==> src/rtl/gbuff_arbiter_pkg.sv <==
// Shared types and defaults for the global-buffer port-B arbiter.
// Holds the default widths and burst cap, and the requester encoding used
// for owner, last-grantee and response-tag state (IN=0, WT=1, OUT=2, NONE=3).
package gbuff_arbiter_pkg;

    localparam int unsigned DefAddrWidth = 16;
    localparam int unsigned DefWordWidth = 128;
    localparam int unsigned DefMaxBurst  = 8;

    typedef enum logic [1:0] {
        ReqIn   = 2'd0,
        ReqWt   = 2'd1,
        ReqOut  = 2'd2,
        ReqNone = 2'd3
    } req_e;

    // One-hot grant vector {OUT, WT, IN} to requester index; zero maps to NONE.
    function automatic req_e onehot_to_req(logic [2:0] oh);
        req_e r;
        if (oh[0]) begin
            r = ReqIn;
        end else if (oh[1]) begin
            r = ReqWt;
        end else if (oh[2]) begin
            r = ReqOut;
        end else begin
            r = ReqNone;
        end
        return r;
    endfunction

endpackage

==> src/rtl/gbuff_arbiter_if.sv <==
// Bundle of requester-side and buffer-side signals around the arbiter.
//   in_*  : input-fetch read port   (req/addr in, gnt/rvalid/rdata out)
//   wt_*  : weight-fetch read port  (same shape as in_*)
//   out_* : writeback write port    (req/addr/wdata in, gnt out)
//   gb_*  : global_buffer port B    (en/we/addr/wdata out, rdata in)
// Modport slave is the arbiter's view; master is the surrounding environment.
interface gbuff_arbiter_if
    import gbuff_arbiter_pkg::*;
#(
    parameter int unsigned ADDR_WIDTH = DefAddrWidth,
    parameter int unsigned WORD_WIDTH = DefWordWidth
) ();

    logic                  in_req_i;
    logic [ADDR_WIDTH-1:0] in_addr_i;
    logic                  in_gnt_o;
    logic                  in_rvalid_o;
    logic [WORD_WIDTH-1:0] in_rdata_o;

    logic                  wt_req_i;
    logic [ADDR_WIDTH-1:0] wt_addr_i;
    logic                  wt_gnt_o;
    logic                  wt_rvalid_o;
    logic [WORD_WIDTH-1:0] wt_rdata_o;

    logic                  out_req_i;
    logic [ADDR_WIDTH-1:0] out_addr_i;
    logic [WORD_WIDTH-1:0] out_wdata_i;
    logic                  out_gnt_o;

    logic                  gb_en_o;
    logic                  gb_we_o;
    logic [ADDR_WIDTH-1:0] gb_addr_o;
    logic [WORD_WIDTH-1:0] gb_wdata_o;
    logic [WORD_WIDTH-1:0] gb_rdata_i;

    modport slave (
        input  in_req_i, in_addr_i, wt_req_i, wt_addr_i,
        input  out_req_i, out_addr_i, out_wdata_i, gb_rdata_i,
        output in_gnt_o, in_rvalid_o, in_rdata_o,
        output wt_gnt_o, wt_rvalid_o, wt_rdata_o, out_gnt_o,
        output gb_en_o, gb_we_o, gb_addr_o, gb_wdata_o
    );

    modport master (
        output in_req_i, in_addr_i, wt_req_i, wt_addr_i,
        output out_req_i, out_addr_i, out_wdata_i, gb_rdata_i,
        input  in_gnt_o, in_rvalid_o, in_rdata_o,
        input  wt_gnt_o, wt_rvalid_o, wt_rdata_o, out_gnt_o,
        input  gb_en_o, gb_we_o, gb_addr_o, gb_wdata_o
    );

endinterface

==> src/rtl/gbuff_arbiter_rr_pick3.sv <==
// rr_pick3: 3-way round-robin priority picker.
//   req_i  : request vector {OUT, WT, IN}
//   last_i : index of the most recent grantee; search starts at last_i+1 mod 3
//   gnt_o  : one-hot grant, zero when no request is set
module gbuff_arbiter_rr_pick3 (
    input  logic [2:0] req_i,
    input  logic [1:0] last_i,
    output logic [2:0] gnt_o
);

    always_comb begin
        gnt_o = 3'b000;
        case (last_i)
            2'd0: begin
                if      (req_i[1]) gnt_o = 3'b010;
                else if (req_i[2]) gnt_o = 3'b100;
                else if (req_i[0]) gnt_o = 3'b001;
            end
            2'd1: begin
                if      (req_i[2]) gnt_o = 3'b100;
                else if (req_i[0]) gnt_o = 3'b001;
                else if (req_i[1]) gnt_o = 3'b010;
            end
            // last = OUT (or the unused NONE code) restarts at IN
            default: begin
                if      (req_i[0]) gnt_o = 3'b001;
                else if (req_i[1]) gnt_o = 3'b010;
                else if (req_i[2]) gnt_o = 3'b100;
            end
        endcase
    end

endmodule

==> src/rtl/gbuff_arbiter.sv <==
// gbuff_arbiter: shares global_buffer port B among input fetch (read),
// weight fetch (read) and output writeback (write). One access per cycle,
// round-robin with a burst lock of MAX_BURST grants, and routing of the
// one-cycle-latency read data back to the requester that issued it.
//   clk_i   : clock
//   rst_n_i : synchronous active-low reset; also gates all grants low
//   bus     : requester ports and buffer port B (see gbuff_arbiter_if)
module gbuff_arbiter
    import gbuff_arbiter_pkg::*;
#(
    parameter int unsigned MAX_BURST = DefMaxBurst
) (
    input  logic           clk_i,
    input  logic           rst_n_i,
    gbuff_arbiter_if.slave bus
);

    localparam logic [7:0] MaxBurst = 8'(MAX_BURST);

    req_e       r_owner;
    req_e       r_last;
    logic [7:0] r_burst_cnt;
    req_e       r_rsp_tag;

    logic [2:0] w_req;
    logic [2:0] w_own_oh;
    logic [2:0] w_rr_gnt;
    logic [2:0] w_gnt;
    logic       w_own_req;
    logic       w_others;
    logic       w_keep;
    req_e       w_grantee;

    assign w_req = {bus.out_req_i, bus.wt_req_i, bus.in_req_i};

    always_comb begin
        w_own_oh = 3'b000;
        case (r_owner)
            ReqIn:   w_own_oh = 3'b001;
            ReqWt:   w_own_oh = 3'b010;
            ReqOut:  w_own_oh = 3'b100;
            default: w_own_oh = 3'b000;
        endcase
    end

    assign w_own_req = |(w_req & w_own_oh);
    assign w_others  = |(w_req & ~w_own_oh);
    // Owner may exceed the cap only when nobody else is waiting.
    assign w_keep    = w_own_req && ((r_burst_cnt < MaxBurst) || !w_others);

    gbuff_arbiter_rr_pick3 u_rr_pick3 (
        .req_i  (w_req),
        .last_i (r_last),
        .gnt_o  (w_rr_gnt)
    );

    always_comb begin
        if (!rst_n_i) begin
            w_gnt = 3'b000;
        end else if (w_keep) begin
            w_gnt = w_own_oh;
        end else begin
            w_gnt = w_rr_gnt;
        end
    end

    assign w_grantee = onehot_to_req(w_gnt);

    assign bus.in_gnt_o  = w_gnt[0];
    assign bus.wt_gnt_o  = w_gnt[1];
    assign bus.out_gnt_o = w_gnt[2];
    assign bus.gb_en_o   = |w_gnt;
    assign bus.gb_we_o   = w_gnt[2];

    always_comb begin
        bus.gb_addr_o = '0;
        if (w_gnt[0]) begin
            bus.gb_addr_o = bus.in_addr_i;
        end else if (w_gnt[1]) begin
            bus.gb_addr_o = bus.wt_addr_i;
        end else if (w_gnt[2]) begin
            bus.gb_addr_o = bus.out_addr_i;
        end
    end

    always_comb begin
        bus.gb_wdata_o = '0;
        if (w_gnt[2]) begin
            bus.gb_wdata_o = bus.out_wdata_i;
        end
    end

    always_ff @(posedge clk_i) begin
        if (!rst_n_i) begin
            r_owner     <= ReqNone;
            r_last      <= ReqOut;
            r_burst_cnt <= 8'd0;
            r_rsp_tag   <= ReqNone;
        end else if (|w_gnt) begin
            r_last <= w_grantee;
            if (w_grantee == r_owner) begin
                // Saturates when the owner is kept past the cap as sole requester.
                if (r_burst_cnt < MaxBurst) begin
                    r_burst_cnt <= r_burst_cnt + 8'd1;
                end
            end else begin
                r_owner     <= w_grantee;
                r_burst_cnt <= 8'd1;
            end
            r_rsp_tag <= (w_grantee == ReqOut) ? ReqNone : w_grantee;
        end else begin
            r_owner     <= ReqNone;
            r_burst_cnt <= 8'd0;
            r_rsp_tag   <= ReqNone;
        end
    end

    assign bus.in_rvalid_o = (r_rsp_tag == ReqIn);
    assign bus.wt_rvalid_o = (r_rsp_tag == ReqWt);
    assign bus.in_rdata_o  = bus.gb_rdata_i;
    assign bus.wt_rdata_o  = bus.gb_rdata_i;

endmodule
==> src/flat_wrapper.sv <==
// flat-port wrapper written by rule: the top's interface ports become plain ports
module gbuff_arbiter_flat import gbuff_arbiter_pkg::*;
#(
    parameter int unsigned MAX_BURST = DefMaxBurst
)
  (clk_i, rst_n_i, bus_in_req_i, bus_in_addr_i, bus_wt_req_i, bus_wt_addr_i, bus_out_req_i, bus_out_addr_i, bus_out_wdata_i, bus_gb_rdata_i, bus_in_gnt_o, bus_in_rvalid_o, bus_in_rdata_o, bus_wt_gnt_o, bus_wt_rvalid_o, bus_wt_rdata_o, bus_out_gnt_o, bus_gb_en_o, bus_gb_we_o, bus_gb_addr_o, bus_gb_wdata_o);
  gbuff_arbiter_if bus_i ();
  input  logic clk_i;
  input  logic rst_n_i;
  input wire logic [$bits(bus_i.in_req_i)-1:0] bus_in_req_i;
  input wire logic [$bits(bus_i.in_addr_i)-1:0] bus_in_addr_i;
  input wire logic [$bits(bus_i.wt_req_i)-1:0] bus_wt_req_i;
  input wire logic [$bits(bus_i.wt_addr_i)-1:0] bus_wt_addr_i;
  input wire logic [$bits(bus_i.out_req_i)-1:0] bus_out_req_i;
  input wire logic [$bits(bus_i.out_addr_i)-1:0] bus_out_addr_i;
  input wire logic [$bits(bus_i.out_wdata_i)-1:0] bus_out_wdata_i;
  input wire logic [$bits(bus_i.gb_rdata_i)-1:0] bus_gb_rdata_i;
  output wire logic [$bits(bus_i.in_gnt_o)-1:0] bus_in_gnt_o;
  output wire logic [$bits(bus_i.in_rvalid_o)-1:0] bus_in_rvalid_o;
  output wire logic [$bits(bus_i.in_rdata_o)-1:0] bus_in_rdata_o;
  output wire logic [$bits(bus_i.wt_gnt_o)-1:0] bus_wt_gnt_o;
  output wire logic [$bits(bus_i.wt_rvalid_o)-1:0] bus_wt_rvalid_o;
  output wire logic [$bits(bus_i.wt_rdata_o)-1:0] bus_wt_rdata_o;
  output wire logic [$bits(bus_i.out_gnt_o)-1:0] bus_out_gnt_o;
  output wire logic [$bits(bus_i.gb_en_o)-1:0] bus_gb_en_o;
  output wire logic [$bits(bus_i.gb_we_o)-1:0] bus_gb_we_o;
  output wire logic [$bits(bus_i.gb_addr_o)-1:0] bus_gb_addr_o;
  output wire logic [$bits(bus_i.gb_wdata_o)-1:0] bus_gb_wdata_o;
  assign bus_i.in_req_i = bus_in_req_i;
  assign bus_i.in_addr_i = bus_in_addr_i;
  assign bus_i.wt_req_i = bus_wt_req_i;
  assign bus_i.wt_addr_i = bus_wt_addr_i;
  assign bus_i.out_req_i = bus_out_req_i;
  assign bus_i.out_addr_i = bus_out_addr_i;
  assign bus_i.out_wdata_i = bus_out_wdata_i;
  assign bus_i.gb_rdata_i = bus_gb_rdata_i;
  assign bus_in_gnt_o = bus_i.in_gnt_o;
  assign bus_in_rvalid_o = bus_i.in_rvalid_o;
  assign bus_in_rdata_o = bus_i.in_rdata_o;
  assign bus_wt_gnt_o = bus_i.wt_gnt_o;
  assign bus_wt_rvalid_o = bus_i.wt_rvalid_o;
  assign bus_wt_rdata_o = bus_i.wt_rdata_o;
  assign bus_out_gnt_o = bus_i.out_gnt_o;
  assign bus_gb_en_o = bus_i.gb_en_o;
  assign bus_gb_we_o = bus_i.gb_we_o;
  assign bus_gb_addr_o = bus_i.gb_addr_o;
  assign bus_gb_wdata_o = bus_i.gb_wdata_o;
  gbuff_arbiter #(.MAX_BURST(MAX_BURST)) u_core (.clk_i(clk_i), .rst_n_i(rst_n_i), .bus(bus_i));
endmodule
==> config.mk <==
export PLATFORM = sky130hd
export DESIGN_NAME = gbuff_arbiter_flat
export DESIGN_NICKNAME = d
export VERILOG_FILES = /design/src/rtl/gbuff_arbiter_pkg.sv /design/src/rtl/gbuff_arbiter_if.sv /design/src/rtl/gbuff_arbiter_rr_pick3.sv /design/src/rtl/gbuff_arbiter.sv /design/src/flat_wrapper.sv
export SDC_FILE = /design/constraint.sdc
export NUM_CORES = 1
export LEC_CHECK = 0
export ABC_AREA = 1
export BUFFER_PORTS_ARGS = -buffer_cell sky130_fd_sc_hd__buf_2
export CAP_MARGIN = 10
export CORE_AREA = 2 2 278 280
export CTS_CLUSTER_DIAMETER = 80
export DETAILED_ROUTE_END_ITERATION = 16
export DIE_AREA = 0 0 280 282
export PLACE_DENSITY = 0.3
export SLEW_MARGIN = 20
export SYNTH_ARGS = -nofsm -noshare
export SYNTH_HDL_FRONTEND = slang
export SYNTH_HIERARCHICAL = 1
export SYNTH_SLANG_ARGS = --single-unit
export TNS_END_PERCENT = 5
==> constraint.sdc <==
create_clock -name clk_i -period 4.25 [get_ports clk_i]
set_clock_uncertainty 0.1 [all_clocks]
set_input_delay 0.2125 -clock clk_i [delete_from_list [all_inputs] [get_ports clk_i]]
set_output_delay 0.2125 -clock clk_i [all_outputs]
set_load 0.02 [all_outputs]
==> summary.md <==
| Metric | Value |
|---|---|
| Seq/Total Area, Yosys | 0.0693 |
| Max_slew headroom | 0.630 |
| Setup TNS Final | 0 ns |
| Mapped Area | 4050 µm² |
| EDFF count, synth | 0 |
| Routed wire length | 23,000 µm |
| Fill cells | 9,055 |
| Overall die area | 79,000 µm² |
| CP startpoint kind | flip-flop |
| CP max stage delay | 0.38 ns |
| Fmax achieved | 360 MHz |
| # hold bufs at CTS | 0 |
| Worst EP required | 3.94 ns |
| DIE HEIGHT | 282 µm |
| Total Nets Final | 1,080 |
| Vias in the first global route | 3,815 |
| Core box area | 75,700 µm² |
| Leak pwr | 3.03 nW |
| Clock root buffer master | clkbuf_16 |
| Initial Utilization | 0.0534 |
| Worst path top cell family by delay | simple AND/OR/NAND/NOR gates |
| Post-route ant nets | 0 |
| Clock slew at reported path FFs | 0.05 ns |
| RSZ-0062 raised after global routing | no |
| GRT overflow | 0 |
| R2R setup slack | 2.00 ns |
| Worst Hold End | u_core/r_last[1] |
| DR WL/cell | 13.2 µm |
| CTS Buf Count | 3 |
| First-pass GRT wire length | 28,300 µm |
| Initial antenna violation count | 1 |
| Final hold vios | 0 |
| Hold/Removal Path Class | primary input to flip-flop |
| Sw Share | 0.609 |
| Cells after Synth | 707 |
| Reg power frac | 0.098 |
| Main synth FF type | dfxtp_1 |
| Internal power | 799 µW |
| Post-CTS Setup Repair Bufs | 0 |
| Worst Max-Slew Pin Slew | 0.556 ns |
| Yosys top cell by area | buf_4 |
| FF-to-FF Start | u_core/r_owner[0] |
| Yosys reg bits | 14 |
| Final setup violation count | 0 |
| Yosys warns | 6 |
| Most frequent cell after synthesis | buf_4 |
| Status | finished, final reports clean |
| Final min period | 2.78 ns |
| Hold Startpoint | rst_n_i |
| Drt first-iter violations | 191 |
| Cts repair resizes | 0 |
| Site Rows | 101 |
| Crit path max fanout | 61 |
| Gpl congestion | 0.693 |
| Synth Area per Inst | 5.72 µm² |
| FFs w/ async S/R, synth | 0 |
| Reg2Reg Depth | 14 |
| Clock share of power | 0.100 |
| Total power draw | 2.04 mW |
| WP buf/inv | 3 |
| H-tree levels | 1 |
| Final Cycle Share | 0.653 |
| Max_cap viols | 0 |
| CP endpoint kind | output pin |
| Worst path cell trace | nor2_1 > nand4_2 > nand2_2 > nand2_2 > nor2_1 > nor2_4 > inv_4 > buf_12 > nor2_1 > buf_2 |
| DR pass1 iterations | 4 |
| Number of port buffers | 331 |
| Pwr Density | 406 nW/µm² |
| Worst-Skew Late Latency | 0.25 ns |
| CTS tree | built |
| Clock Path Buffers | 2 |
| DR DRC count | 0 |
| P&R area growth vs syn | 24.2% |
| Total global routing track utilization | 0.0517 |
| Largest net degree at the start of global routing | 62 |
| Distinct cells, synth | 25 |
| CP arrival | 2.46 ns |
| CP Class | flip-flop to output pin |
| Comb pwr share | 0.802 |
| Hold Crit Depth | 2 |
| Width of the chip | 280 µm |
| CTS sink count | 14 |
| Share of cells above drive strength 1 | 0.464 |
| Critical-path cell with the highest stage delay | inv_4 |
| Worst R2R End | u_core/r_burst_cnt[6] |
| Slew Limit Fails | 0 |
| Vias | 4,059 |
| Most frequent cell on the critical path | nor2_1 |
| Psw | 1.24 mW |
| Synth top area cells | buf_4 48%, nor2_1 15%, inv_1 14% |
| Yosys top cell area share | 0.479 |
| Post-synth top cells | 258 x buf_4, 160 x nor2_1, 149 x inv_1 |
| Vias per cell | 2.32 |
| Peak VDD IR | 143 µV |
| I/O pin cnt | 716 |
| DP Wirelength | 20,500 µm |
| Syn_nets | 1,017 |
[area by class of cell]
class                           instances  area, µm²  area share
Clock buffer                            4       88.8      0.0177
Timing Repair Buffer                  335       1700       0.338
Tap cell                              978       1220       0.243
Sequential cell                        14        280      0.0558
Inverter                              153        578       0.115
Antenna cell                            2       5.00    0.000996
Multi-Input combinational cell        263       1150       0.229
[power by group through the flow]
stage	Clock, mW	Sequential (mW)	Combinational, mW
2_1_floorplan	0	0.192	1.40
3_3_place_gp	0	0.206	1.70
3_5_place_dp	0	0.204	1.66
4_1_cts	0.216	0.201	1.67
5_1_grt	0.223	0.206	1.79
6_report	0.205	0.200	1.64
[flip-flops by register name (all words and copies together), names as in the netlist]
name / cells
u_core/r_burst_cnt: 8
u_core/r_rsp_tag: 2
u_core/r_last: 2
u_core/r_owner: 2
[cell usage in the layout (no fill, tap or decap), types with 2 or more instances in the layout]
cell	Yosys	final
inv_2	3	2
buf_2	18	331
nand3_2	3	3
nand3b_1	2	2
nor2_1	160	160
nand2_1	53	53
inv_1	149	149
xor2_1	2	2
dfxtp_1	14	14
buf_4	258	3
o21ai_0	2	2
clkbuf_16	0	3
nand3_1	10	10
diode_2	0	2
nand2_2	6	6
a31oi_1	16	16
[worst register-to-register path, stage by stage (launching register included)]
cell and delay (ns):
dfxtp_1 0.41, inv_1 0.08, nand2_1 0.08, inv_1 0.06, nand2_1 0.07, nand3_2 0.08
nand2_2 0.11, nand2_1 0.06, nand3_1 0.06, buf_4 0.37, nand2_1 0.17, inv_1 0.14
nand2_1 0.13, nand3_4 0.17, nor2_1 0.05
[stage by stage]
| step | hold WS, ns | instance area, µm² | setup WS, ns | instances | utilization |
|---|---|---|---|---|---|
| after floorplan | 0.182 | 4050 | 2.13 | 707 | - |
| after global placement | 0.321 | 4930 | 1.66 | 1743 | 0.0652 |
| after detailed placement | 0.321 | 4930 | 1.70 | 1743 | 0.0652 |
| after CTS | 0.0938 | 5020 | 1.42 | 1747 | 0.0663 |
| after global routing | 0.112 | 5020 | 1.23 | 1747 | 0.0663 |
| final | 0.0941 | 5030 | 1.47 | 1749 | 0.0664 |
[per-layer routing]
layer,wire length (µm),global-route usage
met5,0,0
met4,1260,0.0299
met3,4090,0.0383
met2,9430,0.0751
met1,8250,0.0536
[worst max path at each step]
stage	start	end	slack [ns]	depth (start not counted)
after CTS	u_core/r_burst_cnt[7]	bus_gb_wdata_o[82]	1.42	10
final	u_core/r_burst_cnt[7]	bus_gb_wdata_o[82]	1.47	10
after global routing	u_core/r_burst_cnt[7]	bus_gb_wdata_o[82]	1.23	10
after floorplan	u_core/r_burst_cnt[7]	bus_gb_addr_o[10]	2.13	12
after detailed placement	u_core/r_burst_cnt[7]	bus_gb_wdata_o[82]	1.70	10
after global placement	u_core/r_burst_cnt[7]	bus_gb_wdata_o[58]	1.66	10
[cells by family (layout without fill, tap and decap cells)]
group           count (synthesis)  in the layout  share of synthesized area
flops                          14             14                     0.0693
other cells                     0              2                          0
simple gates                  238            238                      0.242
buf+inv                       430            492                      0.646
compound gates                 21             21                     0.0325
mux                             1              1                    0.00247
fa+ha+maj                       1              1                    0.00309
xor+xnor                        2              2                    0.00433
Power figures use the tool's default switching activity.
